==> config.mk <==
export PLATFORM = sky130hd
export DESIGN_NAME = int_injector
export DESIGN_NICKNAME = d
export VERILOG_FILES = /design/src/rtl/int_inj_pkg.sv /design/src/rtl/int_trig_match.sv /design/src/rtl/int_injector.sv
export SDC_FILE = /design/constraint.sdc
export NUM_CORES = 1
export LEC_CHECK = 0
export ABC_AREA = 1
export CORE_ASPECT_RATIO = 1.4
export CORE_MARGIN = 4
export CORE_UTILIZATION = 30
export CTS_CLUSTER_DIAMETER = 60
export DETAILED_ROUTE_END_ITERATION = 12
export PLACE_DENSITY = 0.71
export RECOVER_POWER = 50
export SETUP_SLACK_MARGIN = 0.5
export SYNTH_ARGS = -nofsm -noshare
export SYNTH_HDL_FRONTEND = slang
export SYNTH_SLANG_ARGS = --single-unit
==> constraint.sdc <==
create_clock -name clk -period 2 [get_ports clk]
set_input_delay 0.3 -clock clk [delete_from_list [all_inputs] [get_ports clk]]
set_output_delay 0.3 -clock clk [all_outputs]
set_load 0.01 [all_outputs]
==> src/rtl/int_inj_pkg.sv <==
// Shared types and constants for the interrupt injector.
// The optional ack timeout (INT_INJ_TIMEOUT_EN) is handled in int_injector.sv.
package int_inj_pkg;

  typedef enum logic [1:0] {
    ST_IDLE     = 2'd0,
    ST_ASSERT   = 2'd1,
    ST_COOLDOWN = 2'd2
  } inj_state_e;

  localparam logic [31:0] ACK_ADDR_DEFAULT = 32'h0000_7F20;
  localparam logic [31:0] PC_MASK          = 32'hFFFF_FFFC;

  localparam int FIRE_W = 8;
  localparam int SLOT_W = 4;
  localparam int CNT_W  = 4;
  localparam int COOL_W = 8;

endpackage

==> src/rtl/int_trig_match.sv <==
// Compares the word-aligned PC against every slot that still has firings left
// and reports the lowest-index hit.
module int_trig_match
  import int_inj_pkg::*;
#(
  parameter int                     NUM_TRIG = 4,
  parameter logic [NUM_TRIG*32-1:0] TRIG_PCS = {NUM_TRIG{32'h0000_302C}}
) (
  input  logic [31:0]               pc_i,
  input  logic [NUM_TRIG*CNT_W-1:0] remaining_i,
  output logic                      hit_o,
  output logic [SLOT_W-1:0]         winner_o
);

  // Scan high to low so the lowest matching index is the last assignment.
  always_comb begin
    hit_o    = 1'b0;
    winner_o = '0;
    for (int k = NUM_TRIG - 1; k >= 0; k--) begin
      if (((pc_i & PC_MASK) == TRIG_PCS[k*32 +: 32]) &&
          (remaining_i[k*CNT_W +: CNT_W] != '0)) begin
        hit_o    = 1'b1;
        winner_o = SLOT_W'(k);
      end
    end
  end

endmodule

==> src/rtl/int_injector.sv <==
// PC-triggered interrupt generator for CPU benches: IDLE -> ASSERT -> COOLDOWN.
// Define INT_INJ_TIMEOUT_EN to add ACK_TIMEOUT and the sticky timeout_err output.
module int_injector
  import int_inj_pkg::*;
#(
  parameter int                        NUM_TRIG   = 4,
  parameter logic [NUM_TRIG*32-1:0]    TRIG_PCS   = {NUM_TRIG{32'h0000_302C}},
  parameter logic [NUM_TRIG*CNT_W-1:0] TRIG_CNT   = {NUM_TRIG{4'd1}},
  parameter logic [31:0]               ACK_ADDR   = ACK_ADDR_DEFAULT,
  parameter int                        PULSE_MODE = 0,
  parameter int                        COOLDOWN   = 2
`ifdef INT_INJ_TIMEOUT_EN
  ,
  parameter int                        ACK_TIMEOUT = 1024
`endif
) (
  input  logic              clk,
  input  logic              reset,
  input  logic [31:0]       macroscopic_pc,
  input  logic [31:0]       m_int_addr,
  input  logic [3:0]        m_int_byteen,
  output logic              interrupt,
  output logic [FIRE_W-1:0] fire_count,
  output logic [SLOT_W-1:0] active_slot,
  output logic [1:0]        dbg_state
`ifdef INT_INJ_TIMEOUT_EN
  ,
  output logic              timeout_err
`endif
);

  // Entering COOLDOWN loads COOLDOWN-1 so the state lasts exactly COOLDOWN cycles.
  localparam logic [COOL_W-1:0] COOL_LOAD = (COOLDOWN == 0) ? '0 : COOL_W'(COOLDOWN - 1);

  inj_state_e                state_q, state_d;
  logic [COOL_W-1:0]         cool_q, cool_d;
  logic [FIRE_W-1:0]         fire_q, fire_d;
  logic [SLOT_W-1:0]         slot_q, slot_d;
  logic [NUM_TRIG*CNT_W-1:0] rem_q, rem_d;

  logic              hit;
  logic [SLOT_W-1:0] winner;
  logic              ack;
  logic              timeout;
  logic              take;

  int_trig_match #(
    .NUM_TRIG (NUM_TRIG),
    .TRIG_PCS (TRIG_PCS)
  ) u_match (
    .pc_i        (macroscopic_pc),
    .remaining_i (rem_q),
    .hit_o       (hit),
    .winner_o    (winner)
  );

  assign ack  = (|m_int_byteen) && ((m_int_addr & PC_MASK) == ACK_ADDR);
  assign take = (state_q == ST_IDLE) && hit;

`ifdef INT_INJ_TIMEOUT_EN
  localparam int TO_W = $clog2(ACK_TIMEOUT + 1);
  logic [TO_W-1:0] to_q, to_d;
  logic            terr_q, terr_d;

  assign timeout = (PULSE_MODE == 0) && (state_q == ST_ASSERT) &&
                   (to_q == TO_W'(ACK_TIMEOUT - 1));
  assign to_d    = (state_q == ST_ASSERT) ? to_q + 1'b1 : '0;
  // An ack arriving on the final cycle counts as a proper release, not an error.
  assign terr_d  = terr_q | (timeout && !ack);

  always_ff @(posedge clk) begin
    if (reset) begin
      to_q   <= '0;
      terr_q <= 1'b0;
    end else begin
      to_q   <= to_d;
      terr_q <= terr_d;
    end
  end

  assign timeout_err = terr_q;
`else
  assign timeout = 1'b0;
`endif

  always_ff @(posedge clk) begin
    if (reset) begin
      state_q <= ST_IDLE;
      cool_q  <= '0;
      fire_q  <= '0;
      slot_q  <= '0;
      rem_q   <= TRIG_CNT;
    end else begin
      state_q <= state_d;
      cool_q  <= cool_d;
      fire_q  <= fire_d;
      slot_q  <= slot_d;
      rem_q   <= rem_d;
    end
  end

  always_comb begin
    state_d = state_q;
    case (state_q)
      ST_IDLE: if (hit) state_d = ST_ASSERT;
      ST_ASSERT: begin
        if ((PULSE_MODE != 0) || ack || timeout)
          state_d = (COOLDOWN == 0) ? ST_IDLE : ST_COOLDOWN;
      end
      ST_COOLDOWN: if (cool_q == '0) state_d = ST_IDLE;
      default: state_d = ST_IDLE;
    endcase
  end

  always_comb begin
    cool_d = cool_q;
    fire_d = fire_q;
    slot_d = slot_q;
    rem_d  = rem_q;
    if ((state_q == ST_ASSERT) && (state_d == ST_COOLDOWN)) begin
      cool_d = COOL_LOAD;
    end else if ((state_q == ST_COOLDOWN) && (cool_q != '0)) begin
      cool_d = cool_q - 1'b1;
    end
    if (take) begin
      slot_d = winner;
      rem_d[winner*CNT_W +: CNT_W] = rem_q[winner*CNT_W +: CNT_W] - 1'b1;
      if (fire_q != '1) fire_d = fire_q + 1'b1;
    end
  end

  always_comb begin
    interrupt   = (state_q == ST_ASSERT);
    fire_count  = fire_q;
    active_slot = slot_q;
    dbg_state   = state_q;
  end

endmodule

Word-level counts from Yosys, hierarchy flattened
Cells that the tools add are included.
Cells by class
  equality and inequality tests: 6
  add/subtract/negate cells: 4
  shift operators: 3
  reductions and logical operators: 19
  muxes and demuxes: 15
Operators by type and width (count)
  6-bit negation with 34-bit output: 1
  4-bit by 34-bit variable shift with 16-bit output, first input constant: 1
  4-bit by 34-bit variable part select with 16-bit output: 1
  30-bit by 12-bit == test with 1-bit output, second input constant: 1
  30-bit by 13-bit == test with 1-bit output, second input constant: 1
  16-bit bitwise mux: 1
  4-bit nonzero test: 4
  16-bit by 7-bit variable part select with 4-bit output: 1
  2-bit 2-to-1 mux: 5
  8-bit by 1-bit adder with 8-bit output, second input constant: 1
  1-bit logical AND: 8
  8-bit logical NOT: 1
  4-bit 2-to-1 mux: 2
  8-bit != test, second input constant: 1
  8-bit nonzero test: 1
  8-bit by 1-bit subtractor with 8-bit output, second input constant: 1
  1-bit 2-to-1 mux: 6
  2-bit one-hot mux with 3 select lines: 1
  2-bit == test, second input constant: 2
  4-bit OR reduction: 1
  4-bit by 1-bit subtractor with 4-bit output, second input constant: 1
  2-bit by 1-bit == test with 1-bit output, second input constant: 1
  2-bit logical NOT: 1
  2-bit AND reduction: 1
  other kinds (2): 2
Word-level totals
  bits of input ports: 70
  output and inout port bits: 15
  register bits after elaboration: 38

Logic depth before layout (Yosys ltp)
  word-level depth: 11
  mapped depth: 18

Hierarchy
Synthesis repeated with hierarchy kept, for this count alone.
Second synthesis, totals
  cell total of the unflattened synthesis: 397
  area total of the unflattened synthesis: 2473.6 µm²
Modules (own cells, without submodules)
  int_injector: area each 2165.8 µm², times used 1, seq. area each 760.7 µm², cells each 320
  int_trig_match: area each 307.8 µm², times used 1, seq. area each 0.0 µm², cells each 77

Worst setup path after synthesis
OpenSTA, ideal clock, no wires.
  kind: input to register
  from: input port macroscopic_pc[31]
  to: register rem_q[14]
  path buffers: 0
  arrival time: 1.945 ns
  stages on the path: 16
  slack: -0.015 ns
  cell sequence: nor2_1 -> nand2_1 -> nor2_2 -> nand2_2 -> nor2_8 -> nand2_4 -> clkinv_2 -> nand3_1 -> nand2_1 -> inv_1 -> ha_1 -> xnor2_2 -> nand2_1 -> nor2_2 -> nand2_1 -> a21oi_1
On the way
  cells in the longest elaborated chain, start to end: 10
  elaborated cells on any way between the ends: 20
  classes of those cells: 2 x add/sub; 1 x eq/ne; 3 x shift; 9 x mux; 5 x reduce/logical
Ends and longest elaborated chain
  start, declared: line int_injector.sv:19  | input logic [31:0] macroscopic_pc,
  30-bit by 12-bit == test with 1-bit output (*): line int_trig_match.sv:20  | if (((pc_i & PC_MASK) == TRIG_PCS[k*32 +: 32]) &&
  1-bit logical AND: line int_trig_match.sv:20
  2-bit 2-to-1 mux (2 in series): line int_trig_match.sv:20
  4-bit 2-to-1 mux: line int_trig_match.sv:20
  4-bit 2-to-1 mux (*): line int_trig_match.sv:20
  named net u_match.winner_o[1]: line int_trig_match.sv:12  | output logic [SLOT_W-1:0] winner_o
  16-bit by 7-bit variable part select with 4-bit output: line int_injector.sv:127  | rem_d[winner*CNT_W +: CNT_W] = rem_q[winner*CNT_W +: CNT_W] - 1'b1;
  4-bit by 1-bit subtractor with 4-bit output: line int_injector.sv:127
  4-bit by 34-bit variable part select with 16-bit output: line int_injector.sv:127
  16-bit bitwise mux (*): line int_injector.sv:127
  end signal, assigned: line int_injector.sv:98  | rem_q <= rem_d;
  end, declared: line int_injector.sv:39  | logic [NUM_TRIG*CNT_W-1:0] rem_q, rem_d;
Mark *: on every way through the listed nets, which the timed path passes. The rest lies on a longest branch.
A chain may end at the register's enable or synchronous reset.

Worst setup path in the final report
  from: register rem_q[10]
  to: register rem_q[6]
On the way
  cells in the longest elaborated chain, start to end: 9
  elaborated cells on any way between the ends: 15
  classes of those cells: 2 x add/sub; 3 x shift; 7 x mux; 3 x reduce/logical
Ends and longest elaborated chain
  4-bit nonzero test: line int_trig_match.sv:21  | (remaining_i[k*CNT_W +: CNT_W] != '0)) begin
  1-bit logical AND: line int_trig_match.sv:20
  2-bit 2-to-1 mux: line int_trig_match.sv:20
  4-bit 2-to-1 mux (2 in series): line int_trig_match.sv:20
  16-bit by 7-bit variable part select with 4-bit output: line int_injector.sv:127
  4-bit by 1-bit subtractor with 4-bit output: line int_injector.sv:127
  4-bit by 34-bit variable part select with 16-bit output: line int_injector.sv:127
  16-bit bitwise mux: line int_injector.sv:127
Parallel ways exist; a longest one is shown, timed or not.

==> run_results.csv <==
group,metric,value,unit
clocking,cts.sinks,36,
detailed_routing,routedWlPerCell,14.6,um
sta,finalMaxSlewViolations,0,
power_and_ir_drop,switchingPower,335,uW
sta,min_period_over_period,107,%
global_route,grt_max_degree,17,
global_route,gr-total-overflow,0,
logic_synthesis,synth.distinct_cells,39,
detailed_routing,drtAntennaViolNets,0,
sta,hold_violations,0,
finish,utilization,64.9,%
power_and_ir_drop,clkPwrFrac,37.4,%
critical_path,critPathTopFamily,"simple AND/OR/NAND/NOR gates",
die,rows,37,
finish,diodes,0,
detailed_routing,drtPass1Iterations,4,
logic_synthesis,synth_edf_count,0,
detailed_routing,drc,0,
finish,areaGrowthSynthToFinish,110,%
power_and_ir_drop,seqPwrFrac,49.2,%
sta,max_freq,469,MHz
place,portBuffers,78,
power_and_ir_drop,p_sw_share,23.0,%
logic_synthesis,yosys.area.top_type_share,31.4,%
finish,nNetsFinal,610,
critical_path,critPathRequiredTime,2.24,ns
clocking,clkTransAtPathRegs,0.07,ns
logic_synthesis,synthesis.area,0.00229,mm2
outcome,violations,"negative setup slack",
sta,final.setup_skew,0.00398,ns
clocking,cts_buffers,5,
logic_synthesis,synth_area_leaders,"dfxtp_1 (31%), nand2_1 (11%), nor2_1 (7.0%)",
die,die-area,0.00912,mm2
power_and_ir_drop,power.leakage,0.00228,uW
logic_synthesis,synth_warnings,0,
detailed_routing,via_per_inst,4.83,
sta,period_minus_slack,2.13,ns
power_and_ir_drop,comb_power_share,13.4,%
clocking,clock_latency,0.30,ns
critical_path,worst_setup_path_start_kind,"flop",
clocking,cts_buffer_depth,2,
place,dp_cells,564,
hold_path,holdCritPathClass,"flop to flop",
global_route,grt_pass1_wl,13.1,mm
logic_synthesis,synth_cells,338,
critical_path,endpoint_kind,"flop",
power_and_ir_drop,p_int,1120,uW
die,die_x,81.9,um
critical_path,crit_chain,"inv_2 > nand2_1 > nor2_2 > nand2_2 > a21oi_4 > buf_4 > nand3_1 > nand3_1 > nand2_2 > inv_2 > ha_4 > xnor2_4 > nand2_2 > nor2_4 > nand2_2 > a21oi_2",
sta,setup_viol,15,
global_route,antenna_found_initial,0,
clocking,root_buffer,"clkbuf_8",
critical_path,path_max_fanout,3,
die,die_y,111,um
place,gp_congestion,0.872,
logic_synthesis,synthTopCellsByCount,"nand2_1 (69), nor2_1 (43), dfxtp_1 (36), inv_1 (36), a21oi_1 (27)",
detailed_routing,drtIter0Drc,143,
finish,drive_above_1_share,53.5,%
critical_path,cpMaxStageDelayCell,"dfxtp_2",
place,pre_cts_ws,-0.531,ns
die,io-pin-count,85,
finish,finalNonFillerCells,630,
power_and_ir_drop,total_power,1450,uW
critical_path,cp_common_cell,"nand2_2",
job,drv_cap,0,
logic_synthesis,seq_area_frac_synth,31.4,%
logic_synthesis,ys_dominant_reg_cell,"dfxtp_1",
power_and_ir_drop,ir_drop,0.000401,V
sta,timing.final.ws_setup,-0.134,ns
power_and_ir_drop,powerDensity,303,mW/mm2
critical_path,crit_type,"flop to flop",
detailed_routing,vias,3042,
global_route,grt_usage,18.1,%
logic_synthesis,yosysMostFrequentCell,"nand2_1",
critical_path,crit_path_max_incr_delay,0.33,ns
die,core,0.00741,mm2
critical_path,critical_path_arrival,2.37,ns
logic_synthesis,async_reset_ff_share,0,%
detailed_routing,totalWireLength,9.18,mm
place,dp_hpwl,5.68,mm
global_route,grt_pass1_vias,3132,
clocking,h-tree-depth,2,
outcome,status,"complete, but fails checks",
clocking,cts_tree,"yes",
critical_path,crit_buf_inv,3,
logic_synthesis,synth_top_cell_by_area,"dfxtp_1",
die,initial_core_util,30.9,%
sta,rsz0062_at_grt,"true",
logic_synthesis,ys_seq_elements,36,
logic_synthesis,syn-mean-instance-area,6.78,um2
[path summary, 6_finish.rpt]
path,start,endpoint,slack [ns],cells after the start
setup reg to reg,rem_q[10],rem_q[6],-0.13,16
hold reg to reg,rem_q[5],rem_q[5],0.47,2
hold / removal,rem_q[5],rem_q[5],0.47,2
setup / recovery,rem_q[10],rem_q[6],-0.13,16
[worst min-delay path, stage by stage (launching register included)]
cell     delay (ns)
dfxtp_2        0.33
nand2_1        0.06
a21oi_1        0.05
[area by class of cell]
| class | count | area [um2] |
|---|---|---|
| Fill cell | 581 | 2600 |
| Timing Repair Buffer | 191 | 1650 |
| Multi-Input combinational cell | 248 | 2000 |
| Clock buffer | 8 | 90.1 |
| Sequential cell | 36 | 737 |
| Inverter | 50 | 208 |
| Tap cell | 97 | 121 |
[power by group through the flow]
stage	clock, uW	combinational, uW	sequential, uW
3_3_place_gp	0	191	733
3_5_place_dp	0	195	733
6_report	544	195	716
5_1_grt	576	208	716
2_1_floorplan	0	43.9	733
4_1_cts	556	184	716
[cell usage in the layout (no fill, tap or decap), types with 18 or more instances in the layout]
cell	instances
a21oi_1	20
buf_4	98
clkdlybuf4s50_1	18
dfxtp_1	23
dlygate4sd2_1	35
inv_1	20
inv_2	24
nand2_1	45
nand2_2	21
nor2_4	22
[routing by layer]
| layer | track usage (%) | share of wire (%) |
|---|---|---|
| met2 | 34.2 | 54 |
| met4 | 11.8 | 6.3 |
| met1 | 16.7 | 33 |
| met3 | 3.48 | 7.1 |
| met5 | 0 | 0 |
[per-stage QoR]
stage | instance area [um2] | hold WS (ns) | TNS (ns)
floorplan | 2450 | 0.441 | 0
global placement | 3740 | 0.451 | -8.97
detailed placement | 3740 | 0.453 | -9.66
CTS | 4320 | 0.472 | -0.0952
global route | 4800 | 0.487 | -3.16
finish | 4800 | 0.473 | -1.05
[sequential cells by signal, indices dropped and copies added (netlist names)]
register and flops:
rem_q 16, cool_q 8, fire_count 8, active_slot 2, dbg_state 2
[repair_timing]
action	in CTS	in global routing
hold endpoints to repair	0	0
pin swaps	64	62
gates resized for setup	135	102
endpoints found under the setup margin	47	39
setup buffers	33	25
hold buffers	0	0
[kinds of logic after synthesis]
logic type	after synthesis	synth area share (%)
adders and majority gates	8	4.37
other	1	0.164
AOI/OAI and AO/OA	40	9.99
xor gates and xnor gates	6	2.62
DFF	36	31.4
buffers and inverters	55	9.44
and+or+nand+nor	192	42.0
No activity file was read; power rests on OpenSTA's default activity.
